--- src/rtl/aes_dec_pkg.sv ---
// Shared constants and types for the AES-128 decryption key schedule.
package aes_dec_pkg;

    localparam int NR = 10;

    localparam logic [7:0] RCON [0:NR-1] = '{
        8'h01, 8'h02, 8'h04, 8'h08, 8'h10, 8'h20, 8'h40, 8'h80, 8'h1b, 8'h36
    };

    typedef enum logic [1:0] {
        IDLE,
        EXPAND,
        SERVE
    } state_e;

endpackage

--- src/rtl/key_expand_step.sv ---
// One AES-128 key expansion round: previous round key plus rcon -> next round key.
// Purely combinational so an encryption-side schedule can reuse it.
module key_expand_step (
    input  logic [127:0] prev_key_i,
    input  logic [7:0]   rcon_i,
    output logic [127:0] next_key_o
);

    localparam logic [2047:0] SBOX = {
        128'h637c777bf26b6fc53001672bfed7ab76,
        128'hca82c97dfa5947f0add4a2af9ca472c0,
        128'hb7fd9326363ff7cc34a5e5f171d83115,
        128'h04c723c31896059a071280e2eb27b275,
        128'h09832c1a1b6e5aa0523bd6b329e32f84,
        128'h53d100ed20fcb15b6acbbe394a4c58cf,
        128'hd0efaafb434d338545f9027f503c9fa8,
        128'h51a3408f929d38f5bcb6da2110fff3d2,
        128'hcd0c13ec5f974417c4a77e3d645d1973,
        128'h60814fdc222a908846eeb814de5e0bdb,
        128'he0323a0a4906245cc2d3ac629195e479,
        128'he7c8376d8dd54ea96c56f4ea657aae08,
        128'hba78252e1ca6b4c6e8dd741f4bbd8b8a,
        128'h703eb5664803f60e613557b986c11d9e,
        128'he1f8981169d98e949b1e87e9ce5528df,
        128'h8ca1890dbfe6426841992d0fb054bb16
    };

    // Entry 0 sits in the most significant byte of the table.
    function automatic logic [7:0] sbox(input logic [7:0] b);
        return SBOX[(255 - int'(b)) * 8 +: 8];
    endfunction

    logic [31:0] w0, w1, w2, w3;
    logic [31:0] rot_w, t_w;
    logic [31:0] n0, n1, n2, n3;

    assign w0 = prev_key_i[127:96];
    assign w1 = prev_key_i[95:64];
    assign w2 = prev_key_i[63:32];
    assign w3 = prev_key_i[31:0];

    assign rot_w = {w3[23:0], w3[31:24]};
    assign t_w   = {sbox(rot_w[31:24]), sbox(rot_w[23:16]),
                    sbox(rot_w[15:8]),  sbox(rot_w[7:0])} ^ {rcon_i, 24'h0};

    assign n0 = w0 ^ t_w;
    assign n1 = w1 ^ n0;
    assign n2 = w2 ^ n1;
    assign n3 = w3 ^ n2;

    assign next_key_o = {n0, n1, n2, n3};

endmodule

--- src/rtl/decrypt_key_schedule.sv ---
// Iterative AES-128 key schedule: expands one round key per cycle into a
// register file, then streams round keys 10 down to 0, replaying per block.
module decrypt_key_schedule
    import aes_dec_pkg::*;
(
    input  logic         clk,
    input  logic         rst,
    input  logic         key_valid,
    output logic         key_ready,
    input  logic [127:0] key,
    input  logic         rekey,
    output logic         rk_valid,
    input  logic         rk_ready,
    output logic [127:0] rk,
    output logic [3:0]   rk_idx,
    output logic         rk_last,
    output logic         busy
);

    localparam logic [3:0] NR_Q = 4'(NR);

    state_e       state_q, state_d;
    logic [3:0]   cnt_q, cnt_d;
    logic [3:0]   idx_q, idx_d;
    logic [127:0] rk_mem_q [0:NR];

    logic         mem_we;
    logic [3:0]   mem_waddr;
    logic [127:0] mem_wdata;
    logic [3:0]   step_sel;
    logic [127:0] step_key;

    assign step_sel = cnt_q - 4'd1;

    key_expand_step u_step (
        .prev_key_i (rk_mem_q[step_sel]),
        .rcon_i     (RCON[step_sel]),
        .next_key_o (step_key)
    );

    // NOTE: every variable gets a default before the case so no latch is inferred.
    always_comb begin
        state_d   = state_q;
        cnt_d     = cnt_q;
        idx_d     = idx_q;
        mem_we    = 1'b0;
        mem_waddr = cnt_q;
        mem_wdata = step_key;

        if (rekey) begin
            // A rekey wins over key capture, expansion and the rk handshake.
            state_d = IDLE;
            cnt_d   = 4'd0;
        end else begin
            case (state_q)
                IDLE: begin
                    if (key_valid) begin
                        mem_we    = 1'b1;
                        mem_waddr = 4'd0;
                        mem_wdata = key;
                        cnt_d     = 4'd1;
                        state_d   = EXPAND;
                    end
                end
                EXPAND: begin
                    mem_we = 1'b1;
                    if (cnt_q == NR_Q) begin
                        cnt_d   = 4'd0;
                        idx_d   = NR_Q;
                        state_d = SERVE;
                    end else begin
                        cnt_d = cnt_q + 4'd1;
                    end
                end
                SERVE: begin
                    if (rk_ready) begin
                        idx_d = (idx_q == 4'd0) ? NR_Q : idx_q - 4'd1;
                    end
                end
                default: state_d = IDLE;
            endcase
        end
    end

    // NOTE: sequential state uses non-blocking assignments so all registers update together.
    always_ff @(posedge clk or posedge rst) begin
        if (rst) begin
            state_q <= IDLE;
            cnt_q   <= 4'd0;
            idx_q   <= NR_Q;
        end else begin
            state_q <= state_d;
            cnt_q   <= cnt_d;
            idx_q   <= idx_d;
        end
    end

    // NOTE: the key file is reset so rk reads 0 after reset and a half-built schedule never leaks out.
    always_ff @(posedge clk or posedge rst) begin
        if (rst) begin
            for (int i = 0; i <= NR; i++) begin
                rk_mem_q[i] <= '0;
            end
        end else if (mem_we) begin
            rk_mem_q[mem_waddr] <= mem_wdata;
        end
    end

    assign key_ready = (state_q == IDLE);
    assign busy      = (state_q == EXPAND);
    assign rk_valid  = (state_q == SERVE);
    assign rk        = rk_mem_q[idx_q];
    assign rk_idx    = idx_q;
    assign rk_last   = rk_valid && (idx_q == 4'd0);

endmodule

--- config.mk ---
export PLATFORM = sky130hd
export DESIGN_NAME = decrypt_key_schedule
export DESIGN_NICKNAME = d
export VERILOG_FILES = /design/src/rtl/aes_dec_pkg.sv /design/src/rtl/key_expand_step.sv /design/src/rtl/decrypt_key_schedule.sv
export SDC_FILE = /design/constraint.sdc
export NUM_CORES = 2
export LEC_CHECK = 0
export CORE_MARGIN = 8
export CORE_UTILIZATION = 57
export DETAILED_ROUTE_END_ITERATION = 8
export HOLD_SLACK_MARGIN = 0.05
export MAX_ROUTING_LAYER = met4
export PLACE_DENSITY_LB_ADDON = 0.3
export SLEW_MARGIN = 20
export SYNTH_ARGS = -nofsm -noshare
export SYNTH_HDL_FRONTEND = slang
export SYNTH_SLANG_ARGS = --single-unit
--- constraint.sdc ---
create_clock -name clk -period 55.6 [get_ports clk]
set_input_delay 16.68 -clock clk [delete_from_list [all_inputs] [get_ports clk]]
set_output_delay 16.68 -clock clk [all_outputs]
set_load 0.01 [all_outputs]
After elaboration in Yosys (flattened, before gate mapping)

Memories as Yosys holds them, arrays and structs flattened.
Index checks and enable logic that the tools add are counted.
Widths: inputs -> output; s select.

Add/sub/neg operators: 7
$mul: 0
Divide/modulo/power cells: 0
$lt $le $gt $ge: 4
Equality and inequality tests: 8
Shifts and indexed selects: 4
Muxes and demuxes: 32
Bitwise gates (word level): 9
Reductions and logical operators: 9

Operators by type and width:

| cell                       | number |
|---|---|
| $shiftx 2048x32->8 const A | 4 |
| $bwmux 1408                | 1 |
| $bmux 128 s4               | 2 |
| $mux 128                   | 8 |
| $demux 128 s4              | 1 |
| $xor 32x32->32             | 5 |
| $mux 4                     | 9 |
| $sub 8x8->9 const A        | 4 |
| $mux 8                     | 2 |
| $pmux 4 s2                 | 2 |
| $ge 5x5->1 const B         | 3 |
| $not 4->5                  | 3 |
| $sub 4x1->4 const B        | 2 |
| $mux 2                     | 3 |
| $ne 3x2->1 const B         | 2 |
| $pmux 2 s3                 | 1 |
| $lt 5x1->1 const B         | 1 |
| $add 4x1->4 const B        | 1 |
| $eq 4x4->1 const B         | 1 |
| $logic_not 4->1            | 1 |
| $ne 2x1->1 const B         | 2 |
| $reduce_and 4->1           | 1 |
| $reduce_and 3->1           | 1 |
| $reduce_bool 3->1          | 1 |
| 10 further kinds           | 12 |

Register bits: 1418
Latch bits: 0
Memory bits (writable): 0
Memory bits (read-only): 128
Input bits: 133
Output and inout bits: 136
Word-level logic and storage cells: 88
Memories kept: 1

Memories:

| memory          | depth | bits a word | read ports | clocked after Yosys merged registers in | write ports | line                       | RTL |
|---|---|---|---|---|---|---|---|
| (no name shown) | 16    | 8           | 1          | 0                                       | 0           | decrypt_key_schedule.sv:37 | `.rcon_i (RCON[step_sel]),` |

Depth between registers and ports, before layout

Depth in word-level cells: 16
Gate-level depth with buffers: 38
Depth with buffers taken out: 19

Hierarchy

From an unflattened synthesis, not the netlist that was laid out.

Cell total of the unflattened synthesis: 9477
Area total of the unflattened synthesis: 90563.1 µm²

Modules (own cells, without submodules):

| module               | times used | cells each | area each (µm²) | seq. area each (µm²) |
|---|---|---|---|---|
| decrypt_key_schedule | 1          | 7138       | 74281.2         | 35486.5 |
| key_expand_step      | 1          | 2339       | 16281.9         | 0.0 |

Worst setup path after synthesis

No wires, ideal clock.

Path type: register to output
Start point: register idx_q[0], in the netlist rk_idx[0]
End point: output port rk[55]
Data arrival time: 2.457 ns
Required time: 38.920 ns
Setup slack: 36.463 ns
Stages on the path, launching flop included: 9
Buffers on the path: 4
Path through: dfrtp_1 clkbuf_1 clkbuf_1 buf_1 clkbuf_1 mux2i_1 o211ai_1 o21ai_0 o21ai_0

Longest elaborated chain between the ends: 4

RTL lines:

| element                                      | line                        | RTL |
|---|---|---|
| start: declaration                           | decrypt_key_schedule.sv:24  | `logic [3:0] idx_q, idx_d;` |
| start signal: assignment                     | decrypt_key_schedule.sv:94  | `idx_q <= idx_d;` |
| $not 4->5 (implied by the code)              | decrypt_key_schedule.sv:112 | `assign rk = rk_mem_q[idx_q];` |
| $bmux 128 s4                                 | decrypt_key_schedule.sv:112 |  |
| $mux 128 (implied by the code) (2 in series) | decrypt_key_schedule.sv:112 |  |
| end: declaration                             | decrypt_key_schedule.sv:14  | `output logic [127:0] rk,` |

No other way between the ends. The select of a mux whose other input is x is not followed.

Worst setup path after layout

Start point: register idx_q[1], in the netlist rk_idx[1]
End point: output port rk[65]

Same word-level chain as after synthesis.

==> results.toml <==
[outcome]
status = "finished, violations left"
violations = "design-rule violations"

[sta]
skew_ps = 84.6
finalMaxSlewViolations = 0
tns_ps = 0
fmax_ghz = 0.0440
rsz0062_at_grt = "false"
holdWs_ps = 498
hold_violations = 0
slew_headroom_pct = 10.7
min_period_over_period_pct = 40.9
setup_viol = 0
tightest_slew_ps = 1340
finalCriticalPeriod_ps = 22740
layout_setup_ws_ps = 32860

[min_path]
holdPathStages = 2
hold_class = "reg -> reg"

[critical_path]
end_kind = "output port"
startpoint = "rk_idx[1]$_DFFE_PP1P_"
reg2reg_slack_ps = 45160
crit_end = "rk[65]"
crit_arrival_ps = 6060
cp_max_fo = 40
timing.rr.end = "rk_mem_q[415]$_DFFE_PP0P_"
path_class = "reg -> out"
cp.required_ps = 38920
worstRegToRegCells = 19
r2r_start = "cnt_q[0]$_DFFE_PP0P_"
start_kind = "flop"

[pwr]
swShare_pct = 38.9
peakVddDrop_uv = 35.7
finalPower_mw = 3.63
p_per_area_nw_per_um2 = 36.8
p_int_mw = 2.22
power.share.sequential_pct = 35.6
clkPwrFrac_pct = 29.8
power.switching_mw = 1.41
leakagePower_nw = 39.1
power_frac_comb_pct = 34.6

[clock_tree]
cts_tree = "built"
post-cts-setup-buffers = 0
cts_root_buf = "clkbuf_16"
htreeDepth = 4
cts_buffer_depth = 3
ctsResizeCount = 0
hold_buffers = 0
cts_inserted_buffers = 157
insertion_delay_ps = 840
cts.sinks = 1418
path_clk_slew_ps = 60

[final_layout]
final_common_cell = "nand2_1"
multi_input_area_um2 = 50100
seqCellArea_um2 = 35500
syn_to_final_growth_pct = 9.10
layout_common_cells = "nand2_1, o21ai_0, dfrtp_1"
nets = 9694
fillCellCount = 12996
drive_above_1_share_pct = 12.0

[logic_synthesis]
syn-cell-area_um2 = 90300
synthDistinctLibCells = 110
syn_avg_cell_area_um2 = 9.11
ys_seq_area_share_pct = 39.3
synth_edf_count = 0
async_flop_share_pct = 100
syn_nets = 10102
synthFlopType = "dfrtp_1"
synth-seq-cells = 1418
yosysWarnings = 0
syn_inst = 9916

[global_routing]
grt_max_degree = 197
grt_overflow = 0
grt_pass1_wl_um = 552000
grt_pass1_vias = 83167
grtUsageTotal_pct = 43.2
antenna_found_initial = 14

[drt]
first_iter_violations = 13021
wl_per_cell_um = 31.8
first_pass_iters = 9
routed_via_density = 7.30
finalWirelength_um = 372000
drc = 13
vias = 85513
ant_nets = 0

[floorplanning]
dieArea_um2 = 171000
rows = 146
coreArea_um2 = 158000
start_util_pct = 57.2
die_x_um = 414
die_h_um = 414
ioPinCount = 269

[placement]
dp_slack_ps = 33720
port_buffers = 268
place.gp.congestion = 1.06
dp.final_hpwl_um = 235000

[run]
drv_cap = 0
[worst min path at each step]
stage,startpoint,end
global route,rk_mem_q[889]$_DFFE_PP0P_,rk_mem_q[889]$_DFFE_PP0P_
finish,rk_mem_q[652]$_DFFE_PP0P_,rk_mem_q[652]$_DFFE_PP0P_
floorplan,rk_mem_q[1034]$_DFFE_PP0P_,rk_mem_q[1034]$_DFFE_PP0P_
global placement,rk_mem_q[394]$_DFFE_PP0P_,rk_mem_q[394]$_DFFE_PP0P_
CTS,rk_mem_q[652]$_DFFE_PP0P_,rk_mem_q[652]$_DFFE_PP0P_
detailed placement,rk_mem_q[652]$_DFFE_PP0P_,rk_mem_q[652]$_DFFE_PP0P_
[per-layer routing]
metal / vias up / global-route usage, % / part of all wire [%]
li1: 35387 / - / -
met1: 42066 / 53.1 / 36
met3: 1560 / 12.7 / 12
met4: 0 / 31.7 / 9.0
met2: 6500 / 60.5 / 43
met5: - / - / 0
[cells in the mapped netlist (20+ instances only)]
library cell | count | area (µm²)
o211ai_1 | 219 | 1640
buf_6 | 34 | 383
mux2i_1 | 345 | 3450
a31oi_1 | 125 | 782
buf_2 | 243 | 1220
ha_1 | 53 | 663
mux2_2 | 25 | 282
nor3_1 | 106 | 531
nand4_1 | 36 | 225
a21o_1 | 25 | 188
and3_1 | 26 | 163
o31ai_1 | 116 | 871
nand3_1 | 207 | 1040
a2111oi_0 | 32 | 280
a221oi_1 | 39 | 342
buf_4 | 91 | 683
dfrtp_1 | 1416 | 35400
o221ai_1 | 24 | 210
and2_1 | 22 | 138
nand2_1 | 2052 | 7700
nor2_1 | 322 | 1210
mux4_2 | 503 | 11300
o21ai_0 | 1843 | 9220
clkbuf_1 | 637 | 2390
o2111ai_1 | 32 | 280
xnor2_1 | 168 | 1470
o21ai_1 | 65 | 325
inv_1 | 25 | 93.8
o311ai_0 | 49 | 429
xor2_1 | 47 | 412
nor4_1 | 20 | 125
a21oi_1 | 387 | 1940
o22ai_1 | 32 | 200
a311oi_1 | 43 | 377
a211oi_1 | 67 | 503
buf_1 | 77 | 289
[critical path, stage by stage, from the launching register on]
cell	delay, ps
dfstp_4	960
inv_1	210
nor2_4	670
buf_4	750
buf_4	760
nand2_1	140
o211ai_1	130
o21ai_0	110
o21ai_0	720
clkdlybuf4s50_1	690
[per-stage QoR]
step / instances / area [µm²] / utilization (%)
floorplan: 9916 / 90300 / -
global placement: 11417 / 93000 / 58.9
detailed placement: 11418 / 93100 / 59.0
CTS: 11701 / 98400 / 62.3
global route: 11720 / 98500 / 62.4
finish: 11721 / 98500 / 62.4
[layout make-up]
| class | count | area share (%) |
|---|---|---|
| Antenna cell | 17 | 0.0432 |
| Clock buffer | 243 | 4.75 |
| Clock inverter | 40 | 0.648 |
| Inverter | 35 | 0.144 |
| Multi-Input combinational cell | 7375 | 50.9 |
| Sequential cell | 1418 | 36.0 |
| Tap cell | 2072 | 2.63 |
| Timing Repair Buffer | 521 | 4.86 |
[state kept, by name, indices dropped and copies added (netlist names)]
name,count
state_q,2
cnt_q,4
rk_mem_q,1408
rk_idx,4
[power groups by stage]
| stage | registers [mW] | clock network, mW | logic (mW) |
|---|---|---|---|
| 2_1_floorplan | 1.26 | 0 | 0.763 |
| 3_3_place_gp | 1.29 | 0 | 1.20 |
| 3_5_place_dp | 1.30 | 0 | 1.21 |
| 4_1_cts | 1.28 | 1.08 | 1.22 |
| 5_1_grt | 1.30 | 1.12 | 1.31 |
| 6_report | 1.29 | 1.08 | 1.26 |
[logic make-up after synthesis]
family / Yosys count / share of synthesized area [%]
compound gates: 3329 / 21.9
simple gates: 2885 / 13.1
flops: 1418 / 39.3
buf+inv: 1123 / 5.71
mux: 884 / 17.0
xor+xnor: 224 / 2.29
fa+ha+maj: 53 / 0.734
Note: power is estimated with default switching activity, not from simulation.
